File: src/rtl/wb_pkg.sv
// Shared types and widths for the register-file write-back slice.
package wb_pkg;

   localparam int REG_ADDR_W = 3;
   localparam int DATA_W     = 16;
   localparam int NUM_REGS   = 8;

   typedef struct packed {
      logic [REG_ADDR_W-1:0] dest;
      logic [DATA_W-1:0]     data;
   } wb_req_t;

   typedef enum logic [1:0] {
      SRC_NONE = 2'd0,
      SRC_ALU  = 2'd1,
      SRC_MEM  = 2'd2
   } wb_src_t;

endpackage

File: src/rtl/reg_writeback_if.sv
// Producer, decode and register-file write signals of the write-back stage.
interface reg_writeback_if;
   import wb_pkg::*;

   logic                  alu_valid;
   logic                  alu_ready;
   logic [REG_ADDR_W-1:0] alu_dest;
   logic [DATA_W-1:0]     alu_data;

   logic                  mem_valid;
   logic                  mem_ready;
   logic [REG_ADDR_W-1:0] mem_dest;
   logic [DATA_W-1:0]     mem_data;

   logic                  issue_valid;
   logic [REG_ADDR_W-1:0] issue_dest;
   logic [NUM_REGS-1:0]   busy;

   logic                  reg_write_en;
   logic [REG_ADDR_W-1:0] reg_write_dest;
   logic [DATA_W-1:0]     reg_write_data;

   // Write-back stage side: owns the register-file write port.
   modport master (
      input  alu_valid, alu_dest, alu_data,
      input  mem_valid, mem_dest, mem_data,
      input  issue_valid, issue_dest,
      output alu_ready, mem_ready, busy,
      output reg_write_en, reg_write_dest, reg_write_data
   );

   modport slave (
      output alu_valid, alu_dest, alu_data,
      output mem_valid, mem_dest, mem_data,
      output issue_valid, issue_dest,
      input  alu_ready, mem_ready, busy,
      input  reg_write_en, reg_write_dest, reg_write_data
   );

endinterface

File: src/rtl/wb_fifo.sv
// In-order load-result buffer; pointers wrap naturally, count is one bit wider.
module wb_fifo
   import wb_pkg::*;
#(
   parameter int DEPTH = 4
) (
   input  logic                   clk,
   input  logic                   rst,
   input  logic                   push,
   input  wb_req_t                push_data,
   input  logic                   pop,
   output wb_req_t                head,
   output logic                   full,
   output logic                   empty,
   output logic [$clog2(DEPTH):0] count
);

   localparam int PTR_W = $clog2(DEPTH);
   localparam int CNT_W = PTR_W + 1;
   localparam logic [PTR_W-1:0] PTR_ONE   = PTR_W'(1);
   localparam logic [CNT_W-1:0] CNT_ONE   = CNT_W'(1);
   localparam logic [CNT_W-1:0] CNT_FULL  = CNT_W'(DEPTH);
   localparam logic [CNT_W-1:0] CNT_EMPTY = CNT_W'(0);

   wb_req_t           mem_r [DEPTH];
   logic [PTR_W-1:0]  wr_ptr_r;
   logic [PTR_W-1:0]  rd_ptr_r;
   logic [CNT_W-1:0]  count_r;
   logic              full_s;
   logic              empty_s;
   logic              do_push_s;
   logic              do_pop_s;

   assign full_s    = (count_r == CNT_FULL);
   assign empty_s   = (count_r == CNT_EMPTY);
   assign do_push_s = push && !full_s;
   assign do_pop_s  = pop && !empty_s;

   // Pointer and occupancy state.
   always_ff @(posedge clk or posedge rst) begin
      if (rst) begin
         wr_ptr_r <= {PTR_W{1'b0}};
         rd_ptr_r <= {PTR_W{1'b0}};
         count_r  <= CNT_EMPTY;
      end else begin
         if (do_push_s) begin
            wr_ptr_r <= wr_ptr_r + PTR_ONE;
         end
         if (do_pop_s) begin
            rd_ptr_r <= rd_ptr_r + PTR_ONE;
         end
         case ({do_push_s, do_pop_s})
            2'b10:   count_r <= count_r + CNT_ONE;
            2'b01:   count_r <= count_r - CNT_ONE;
            default: count_r <= count_r;
         endcase
      end
   end

   // Entry storage; contents are meaningless until written, so no reset.
   always_ff @(posedge clk) begin
      if (do_push_s) begin
         mem_r[wr_ptr_r] <= push_data;
      end
   end

   assign head  = mem_r[rd_ptr_r];
   assign full  = full_s;
   assign empty = empty_s;
   assign count = count_r;

endmodule

File: src/rtl/reg_writeback.sv
// Register-file write-port owner: arbitrates ALU and buffered load results,
// bounds load starvation and tracks pending writes for decode hazard stalls.
module reg_writeback
   import wb_pkg::*;
#(
   parameter int DEPTH      = 4,
   parameter int STARVE_MAX = 3
) (
   input  logic            clk,
   input  logic            rst,
   reg_writeback_if.master bus
);

   localparam int CNT_W = $clog2(DEPTH) + 1;
   localparam int STV_W = $clog2(STARVE_MAX + 1);
   localparam logic [CNT_W-1:0] CNT_FULL = CNT_W'(DEPTH);
   localparam logic [STV_W-1:0] STV_LIM  = STV_W'(STARVE_MAX);
   localparam logic [STV_W-1:0] STV_ONE  = STV_W'(1);
   localparam logic [STV_W-1:0] STV_ZERO = STV_W'(0);

   wb_req_t             fifo_head_s;
   wb_req_t             mem_req_s;
   wb_req_t             sel_req_s;
   logic                fifo_full_s;
   logic                fifo_empty_s;
   logic [CNT_W-1:0]    fifo_count_s;
   logic                fifo_push_s;
   logic                fifo_pop_s;
   logic                force_s;
   wb_src_t             src_s;
   logic [STV_W-1:0]    starve_r;
   logic [STV_W-1:0]    starve_next_s;
   logic [NUM_REGS-1:0] busy_r;
   logic [NUM_REGS-1:0] busy_next_s;
   logic                wr_en_r;
   logic [REG_ADDR_W-1:0] wr_dest_r;
   logic [DATA_W-1:0]   wr_data_r;

   assign mem_req_s.dest = bus.mem_dest;
   assign mem_req_s.data = bus.mem_data;
   assign fifo_push_s    = bus.mem_valid && !fifo_full_s;
   assign fifo_pop_s     = (src_s == SRC_MEM);

   wb_fifo #(
      .DEPTH (DEPTH)
   ) u_fifo (
      .clk       (clk),
      .rst       (rst),
      .push      (fifo_push_s),
      .push_data (mem_req_s),
      .pop       (fifo_pop_s),
      .head      (fifo_head_s),
      .full      (fifo_full_s),
      .empty     (fifo_empty_s),
      .count     (fifo_count_s)
   );

   assign force_s       = !fifo_empty_s && (starve_r == STV_LIM);
   assign bus.alu_ready = !force_s;
   // No pass-through when full, even if the head leaves this cycle.
   assign bus.mem_ready = (fifo_count_s != CNT_FULL);

   // Source arbitration: starved load head, then ALU, then any load.
   always_comb begin
      src_s = SRC_NONE;
      if (force_s) begin
         src_s = SRC_MEM;
      end else if (bus.alu_valid) begin
         src_s = SRC_ALU;
      end else if (!fifo_empty_s) begin
         src_s = SRC_MEM;
      end else begin
         src_s = SRC_NONE;
      end
   end

   // Winner's destination and data.
   always_comb begin
      sel_req_s.dest = 3'd0;
      sel_req_s.data = 16'h0000;
      case (src_s)
         SRC_ALU: begin
            sel_req_s.dest = bus.alu_dest;
            sel_req_s.data = bus.alu_data;
         end
         SRC_MEM: begin
            sel_req_s = fifo_head_s;
         end
         default: begin
            sel_req_s.dest = 3'd0;
            sel_req_s.data = 16'h0000;
         end
      endcase
   end

   // Starve counter counts ALU wins over a waiting load head, saturating.
   always_comb begin
      starve_next_s = starve_r;
      if (fifo_empty_s || (src_s == SRC_MEM)) begin
         starve_next_s = STV_ZERO;
      end else if ((src_s == SRC_ALU) && (starve_r != STV_LIM)) begin
         starve_next_s = starve_r + STV_ONE;
      end else begin
         starve_next_s = starve_r;
      end
   end

   // Scoreboard: a new issue to r outranks a write retiring r in the same cycle.
   always_comb begin
      busy_next_s = busy_r;
      for (int r = 0; r < NUM_REGS; r++) begin
         if (bus.issue_valid && (bus.issue_dest == REG_ADDR_W'(r))) begin
            busy_next_s[r] = 1'b1;
         end else if ((src_s != SRC_NONE) && (sel_req_s.dest == REG_ADDR_W'(r))) begin
            busy_next_s[r] = 1'b0;
         end else begin
            busy_next_s[r] = busy_r[r];
         end
      end
   end

   // Arbitration state and scoreboard registers.
   always_ff @(posedge clk or posedge rst) begin
      if (rst) begin
         starve_r <= STV_ZERO;
         busy_r   <= {NUM_REGS{1'b0}};
      end else begin
         starve_r <= starve_next_s;
         busy_r   <= busy_next_s;
      end
   end

   // Register-file write port; address and data hold when idle.
   always_ff @(posedge clk or posedge rst) begin
      if (rst) begin
         wr_en_r   <= 1'b0;
         wr_dest_r <= 3'd0;
         wr_data_r <= 16'h0000;
      end else begin
         wr_en_r <= (src_s != SRC_NONE);
         if (src_s != SRC_NONE) begin
            wr_dest_r <= sel_req_s.dest;
            wr_data_r <= sel_req_s.data;
         end
      end
   end

   assign bus.busy           = busy_r;
   assign bus.reg_write_en   = wr_en_r;
   assign bus.reg_write_dest = wr_dest_r;
   assign bus.reg_write_data = wr_data_r;

endmodule

File: src/flat_wrapper.sv
// flat-port wrapper written by rule: the top's interface ports become plain ports
module reg_writeback_flat import wb_pkg::*;
#(
   parameter int DEPTH      = 4,
   parameter int STARVE_MAX = 3
)
  (clk, rst, bus_alu_valid, bus_alu_dest, bus_alu_data, bus_mem_valid, bus_mem_dest, bus_mem_data, bus_issue_valid, bus_issue_dest, bus_alu_ready, bus_mem_ready, bus_busy, bus_reg_write_en, bus_reg_write_dest, bus_reg_write_data);
  reg_writeback_if bus_i ();
  input  logic clk;
  input  logic rst;
  input wire logic [$bits(bus_i.alu_valid)-1:0] bus_alu_valid;
  input wire logic [$bits(bus_i.alu_dest)-1:0] bus_alu_dest;
  input wire logic [$bits(bus_i.alu_data)-1:0] bus_alu_data;
  input wire logic [$bits(bus_i.mem_valid)-1:0] bus_mem_valid;
  input wire logic [$bits(bus_i.mem_dest)-1:0] bus_mem_dest;
  input wire logic [$bits(bus_i.mem_data)-1:0] bus_mem_data;
  input wire logic [$bits(bus_i.issue_valid)-1:0] bus_issue_valid;
  input wire logic [$bits(bus_i.issue_dest)-1:0] bus_issue_dest;
  output wire logic [$bits(bus_i.alu_ready)-1:0] bus_alu_ready;
  output wire logic [$bits(bus_i.mem_ready)-1:0] bus_mem_ready;
  output wire logic [$bits(bus_i.busy)-1:0] bus_busy;
  output wire logic [$bits(bus_i.reg_write_en)-1:0] bus_reg_write_en;
  output wire logic [$bits(bus_i.reg_write_dest)-1:0] bus_reg_write_dest;
  output wire logic [$bits(bus_i.reg_write_data)-1:0] bus_reg_write_data;
  assign bus_i.alu_valid = bus_alu_valid;
  assign bus_i.alu_dest = bus_alu_dest;
  assign bus_i.alu_data = bus_alu_data;
  assign bus_i.mem_valid = bus_mem_valid;
  assign bus_i.mem_dest = bus_mem_dest;
  assign bus_i.mem_data = bus_mem_data;
  assign bus_i.issue_valid = bus_issue_valid;
  assign bus_i.issue_dest = bus_issue_dest;
  assign bus_alu_ready = bus_i.alu_ready;
  assign bus_mem_ready = bus_i.mem_ready;
  assign bus_busy = bus_i.busy;
  assign bus_reg_write_en = bus_i.reg_write_en;
  assign bus_reg_write_dest = bus_i.reg_write_dest;
  assign bus_reg_write_data = bus_i.reg_write_data;
  reg_writeback #(.DEPTH(DEPTH), .STARVE_MAX(STARVE_MAX)) u_core (.clk(clk), .rst(rst), .bus(bus_i));
endmodule
File: config.mk
export PLATFORM = sky130hd
export DESIGN_NAME = reg_writeback_flat
export DESIGN_NICKNAME = d
export VERILOG_FILES = /design/src/rtl/wb_pkg.sv /design/src/rtl/reg_writeback_if.sv /design/src/rtl/wb_fifo.sv /design/src/rtl/reg_writeback.sv /design/src/flat_wrapper.sv
export SDC_FILE = /design/constraint.sdc
export NUM_CORES = 1
export LEC_CHECK = 0
export CAP_MARGIN = 20
export CORE_MARGIN = 8
export CORE_UTILIZATION = 62
export CTS_CLUSTER_DIAMETER = 80
export DETAILED_ROUTE_END_ITERATION = 8
export DONT_BUFFER_PORTS = 1
export GPL_ROUTABILITY_DRIVEN = 0
export PLACE_DENSITY = 0.83
export SLEW_MARGIN = 40
export SYNTH_ARGS = -nofsm -noshare
export SYNTH_HDL_FRONTEND = slang
export SYNTH_SLANG_ARGS = --single-unit
File: constraint.sdc
create_clock -name clk -period 2.34 [get_ports clk]
set_input_delay 0.585 -clock clk [delete_from_list [all_inputs] [get_ports clk]]
set_output_delay 0.585 -clock clk [all_outputs]
set_load 0.03 [all_outputs]
# == Word level (Yosys, flattened, before mapping) ==
# Memory sizes are Yosys's and may differ from the RTL's.
# Index checks and enable logic that the tools add are counted.
# op_classes
muxes,25
n_addsub,5
n_reduce_logical,39
n_eq_ne,22
# ops
operator,count
19-bit one-hot mux with 2 select lines,1
"3-bit equality test, second input constant",9
2-bit nonzero test,11
1-bit logical AND,21
1-bit 2-to-1 mux,18
"3-bit by 2-bit equality test with 1-bit output, second input constant",4
2-bit 2-to-1 mux,5
3-bit logical NOT,3
"2-bit by 1-bit adder with 2-bit output, second input constant",3
"2-bit equality test, second input constant",3
"3-bit by 1-bit equality test with 1-bit output, second input constant",2
3-bit one-hot mux with 2 select lines,1
"2-bit by 1-bit equality test with 1-bit output, second input constant",2
"3-bit by 1-bit adder with 3-bit output, second input constant",1
1-bit logical NOT,3
"3-bit inequality test, second input constant",1
"3-bit by 1-bit subtractor with 3-bit output, second input constant",1
"2-bit inequality test, second input constant",1
1-bit logical OR,1
# totals
inputBits,46
mem_bits_rw,76
elab_cells,107
n_memories,1
register_bits,37
# memory_table
name,depth,word_bits,rd,rd_ports_with_merged_regs,write_ports,line,rtl
u_core.u_fifo.mem_r,4,19,1,0,1,wb_fifo.sv:25,wb_req_t mem_r [DEPTH];

# == Depth between registers and ports, before layout ==
# logic_depth
ltp_word,10
ltp_mapped,10
mapped_depth_nobuf,10

# == Cells and area by module ==
# A second synthesis with hierarchy kept.
# unflattened
cells_unflattened,288
hier_area_um2,4712.0
# by_module_without_submodules
module,instances,seq_area_each_um2,cells_each,area_per_inst_um2
wb_fifo,1,2457.4,137,3189.3
reg_writeback,1,750.7,151,1522.7

# == Worst setup path before layout ==
# OpenSTA, ideal clock, no wires.
# synth_timing
path_type,input port to flip-flop
startpoint,input bus_alu_valid
endpoint,register u_core.u_fifo.count_r[2] (netlist: u_core.u_fifo.count[2])
cell_stages,9
setup_ns,0.079
t_required_ns,2.261
path_buffers,1
path_slack_ns,0.079
arrival_time_ns,2.182
cell_sequence,clkbuf_1 -> nor2b_1 -> nor2_2 -> ha_1 -> inv_1 -> fa_1 -> xor2_1 -> nor2_1 -> xor2_1
# synth_between
elab_chain_len,6
elab_cells_between_ends,8
classes_between,eq/ne: 3; mux: 3; reduce/logical: 2
# synth_lines
element,line,rtl
start: declaration,flat_wrapper.sv:11,input wire logic [$bits(bus_i.alu_valid)-1:0] bus_alu_valid;
2-bit 2-to-1 mux *,reg_writeback.sv:68,end else if (bus.alu_valid) begin
2-bit 2-to-1 mux *,reg_writeback.sv:66,if (force_s) begin
2-bit equality test *,reg_writeback.sv:42,assign fifo_pop_s = (src_s == SRC_MEM);
1-bit logical AND *,wb_fifo.sv:37,assign do_pop_s = pop && !empty_s;
net u_core.u_fifo.do_pop_s,wb_fifo.sv:32,logic do_pop_s;
2-bit by 1-bit equality test with 1-bit output or 2-bit equality test (tied branches),wb_fifo.sv:52,"case ({do_push_s, do_pop_s})"
3-bit one-hot mux with 2 select lines or 2-bit nonzero test (tied branches),n/a,
end signal: assignment,wb_fifo.sv:53,2'b10: count_r <= count_r + CNT_ONE;
end signal: assignment,wb_fifo.sv:54,2'b01: count_r <= count_r - CNT_ONE;
end signal: assignment,wb_fifo.sv:55,default: count_r <= count_r;
end: declaration,wb_fifo.sv:28,logic [CNT_W-1:0] count_r;
# Mark *: on every way through the listed nets, which the timed path passes. The rest lies on a longest branch.
# A chain may end at the register's enable or synchronous reset.

# == Worst setup path in the final report ==
# layout_timing
startpoint,register u_core.u_fifo.count_r[0] (netlist: u_core.u_fifo.count[0])
endpoint,output bus_alu_ready
# layout_between
elab_chain_len,4
# layout_lines
element,line,rtl
3-bit logical NOT,wb_fifo.sv:35,assign empty_s = (count_r == CNT_EMPTY);
1-bit logical NOT,reg_writeback.sv:58,assign force_s = !fifo_empty_s && (starve_r == STV_LIM);
1-bit logical AND,reg_writeback.sv:58,
1-bit logical NOT,reg_writeback.sv:59,assign bus.alu_ready = !force_s;
end: declaration,flat_wrapper.sv:19,output wire logic [$bits(bus_i.alu_ready)-1:0] bus_alu_ready;
# Every way passes these cells.

==> results.md <==
Floorplanning:
- The die is 102.2 um wide.
- The initial cell density of the core is 63.93%.
- The core region is 0.007214 mm2.
- The count of pins on the block boundary is 76.
- The die area is 0.01045 mm2.
- The floorplan step set the die height to 102.2 um.
- The initialized floorplan defines 31 standard-cell rows.

Clock tree:
- The H-tree was split into 4 levels.
- The latest clock arrival within the worst-skew pair is 0.52 ns.
- The number of buffers inserted during clock tree synthesis is 17.
- The count of clock tree sinks is 113.
- The CTS tree is built.
- The root cell of the clock tree is sky130_fd_sc_hd__clkbuf_8.
- The maximum clock path buffer count is 2.
- The number of hold buffers added after CTS was 0.
- The CTS clock-pin slew for the worst setup and hold paths is 0.06 ns.

Cells and area:
- In the layout the commonest cells are 76 x sky130_fd_sc_hd__edfxtp_1, 36 x sky130_fd_sc_hd__dfrtp_1, 19 x sky130_fd_sc_hd__buf_4.
- For this run, the share of the core covered by cells in the final layout is 75.72%.
- The cell area after layout is 0.005463 mm2.
- The repair_antennas step left the layout with diodes totalling 0.
- Of the cells placed in the final design, the portion with a size suffix greater than 1 is 24.06%.
- The post-layout net count is 360.
- The area added between synthesis and finish is 18.45%.
- The most common library cell in the layout ignoring fill and taps is sky130_fd_sc_hd__edfxtp_1.

Detailed routing:
- The total number of vias is 2688.
- Wires add up to 10.62 mm.
- The first detailed-routing pass took 4 iterations.
- For this run, design rule violations remaining after detail routing come to 0.
- In this run the remaining antenna-violating nets after routing total 0.
- The detailed router finished its first iteration with 253 violations.
- In the routed layout, each cell is associated on average with a via count of 6.415.
- The final routed wire length divided by cell count is 25.35 um.

Critical path:
- The critical path's largest stage delay is 0.46 ns.
- The slowest stage of the critical path belongs to the cell sky130_fd_sc_hd__or3_4.
- The kind of end point of the critical path is a primary output.
- At the worst endpoint, the arrival time is 1.69 ns.
- STA classifies the critical path startpoint as a flip-flop.
- The critical path is of the flip-flop to primary output type.
- The signal on the critical path passes through or3_4, nand2_1, buf_4.
- Data on the critical path is required at its endpoint by 1.75 ns.
- The highest fanout seen on the critical path is 6.

STA:
- The slew at the pin closest to its max-slew limit is 0.5133 ns.
- The final hold violation count is 0.
- The routed design could run at a clock period as short as 2.274 ns.
- The worst pin sits at a relative slew slack of 65.78%.
- Adding up every negative setup slack in the final design gives 0 ns.
- The number of max-slew violations in the final report is 0.
- After layout, the worst setup slack is 0.06611 ns.
- Setup repair after global routing left no endpoint under its margin.
- For this run, the top clock speed supported by timing is 0.4398 GHz.
- The final cycle utilization of the critical path is 97.17%.
- The number of setup violations in the final report is 0.
- The clock skew after layout is 0.008551 ns.

Synth:
- The post-synthesis cell type count is 35.
- The average footprint of a synthesized cell is 16.47 um2.
- After technology mapping, the gate count stands at 280.
- The share of the yosys chip area belonging to registers is 69.56%.
- The synthesized netlist net count is 333.
- Counting flops and latches in the post-synthesis netlist gives 113.
- The count of synthesis-stage warnings from yosys is 0.
- The area of the mapped netlist is 0.004612 mm2.

GRT:
- The number of global-route vias before repair is 2819.
- The number of antenna violations at the first check in global routing was 0.
- The first-pass GRT wire length is 16.26 mm.
- Entering global routing, the biggest net connects 38 pins.
- The aggregate global-route resource usage is 21.86%.
- The remaining global-route overflow is 0.

Placed design:
- The number of buffers inserted by port buffering is 0.
- The wire-length estimate of the detail-placed layout is 6.208 mm.
- The post-placement setup slack is 0.08010 ns.
- In this run the cell area measured after placement is 0.004808 mm2.

Worst hold path:
- The worst min-delay path class is input pin to asynchronous set/reset pin.

Power:
- The power density of the placed cells is 1523 mW/mm2.
- For this design the static power due to leakage is 2.015 nW.
- The overall power is 8.319 mW.
- Across the VDD grid, the largest voltage drop is 761.8 uV.

Run:
- The max-cap check violation count is 0.

Status:
- The flow ran to the end, and the final reports show no timing, DRC or antenna violations.
-- where the power goes --
part,total [mW],switching [mW],leakage [nW],internal (mW)
Sequential,3.60,0.864,1.14,2.73
Clock,2.68,0.899,0.290,1.78
Combinational,2.04,1.09,0.584,0.953
-- worst paths after layout --
| path | start | endpoint | slack (ns) | cells past startpoint |
|---|---|---|---|---|
| min in group clk | bus_alu_valid | u_core.bus.reg_write_data[12]$_DFFE_PP0P_ | 0.16 | 1 |
| worst max register to register | u_core.u_fifo.count[0]$_DFFE_PP0P_ | u_core.bus.busy[6]$_DFFE_PP0P_ | 0.15 | 6 |
| worst min-delay path | rst | u_core.bus.reg_write_data[2]$_DFFE_PP0P_ | 0.08 | 2 |
| worst min register to register | u_core.starve_r[0]$_DFFE_PP0P_ | u_core.starve_r[0]$_DFFE_PP0P_ | 0.45 | 1 |
| max in group asynchronous | rst | u_core.u_fifo.count[0]$_DFFE_PP0P_ | 1.89 | 2 |
| worst max-delay path | u_core.u_fifo.count[0]$_DFFE_PP0P_ | bus_alu_ready | 0.07 | 3 |
-- sequential cells by signal, indices dropped and copies added (netlist names) --
name / count
u_core.bus.busy: 8
u_core.bus.reg_write_en: 1
u_core.bus.reg_write_data: 16
u_core.u_fifo.count: 3
u_core.u_fifo.wr_ptr_r: 2
u_core.u_fifo.mem_r: 76
u_core.u_fifo.rd_ptr_r: 2
u_core.bus.reg_write_dest: 3
u_core.starve_r: 2
-- worst max-delay path: cells and delay by family (launching register included) --
| family | cells | cell delay, ns |
|---|---|---|
| DFF | 1 | 0.45 |
| buffers and inverters | 1 | 0.16 |
| and+or+nand+nor | 2 | 0.56 |
-- logic make-up after synthesis --
group                    after synthesis  synth area share [%]
flip-flops                           113                 69.56
AO/OA/AOI/OAI                         62                 9.116
AND/OR/NAND/NOR                       52                 6.701
buffers and inverters                 20                 1.845
multiplexers                          20                 9.577
adder cells (fa/ha/maj)                7                 2.062
XOR/XNOR                               6                 1.140
-- per-stage QoR --
stage / hold slack [ns] / cells
finish: 0.08133 / 419
global route: 0.1206 / 419
CTS: 0.08318 / 416
detailed placement: 0.4402 / 384
global placement: 0.4144 / 384
floorplan: 0.4068 / 280
-- timing repair --
item / 4_1_cts / 5_1_grt
cloned: 1 / 0
setup endpoints to repair: 1 / 2
buffers inserted: 0 / 3
pin swaps: 1 / 1
resized for setup: 0 / 2
-- routing by layer --
| layer | up-vias | global-route usage, % | wire length (um) |
|---|---|---|---|
| met5 | - | 0 | 0 |
| met4 | 0 | 10.72 | 210 |
| met3 | 21 | 9.196 | 1235 |
| met2 | 154 | 35.38 | 5364 |
| met1 | 1368 | 24.42 | 3810 |
| li1 | 1145 | - | - |
-- cell usage after synthesis, drive strengths merged --
cell type  number  share of area (%)
edfxtp         76                 49
dfrtp          37                 20
a22oi          19                3.4
mux4           19                9.4
a21oi          17                1.8
and2           17                2.3
o21ai          17                1.8
nand2           9               0.73
inv             8               0.65
clkbuf          7               0.57
ha              6                1.6
nor2            6               0.54
and3            5               0.68
buf             5               0.62
a32o            4               0.87
nor2b           4               0.54
a22o            3               0.57
nand3b          3               0.49
or3b            3               0.57
xnor2           3               0.57
xor2            3               0.57
nand4           2               0.27
a21boi          1               0.41
fa              1               0.43
mux2i           1               0.22
nand3           1               0.11
nor3            1               0.22
o31ai           1               0.16
or3             1               0.24
-- final cells by class --
cell class	instances	area (um2)
timing repair buffer	19	142.6
multi-input combinational	148	1331
fill	407	1752
clock inverter	13	183.9
clock buffer	19	441.7
sequential	113	3209
tap	99	123.9
inverter	8	30.03
No activity file was read; power rests on OpenSTA's default activity.
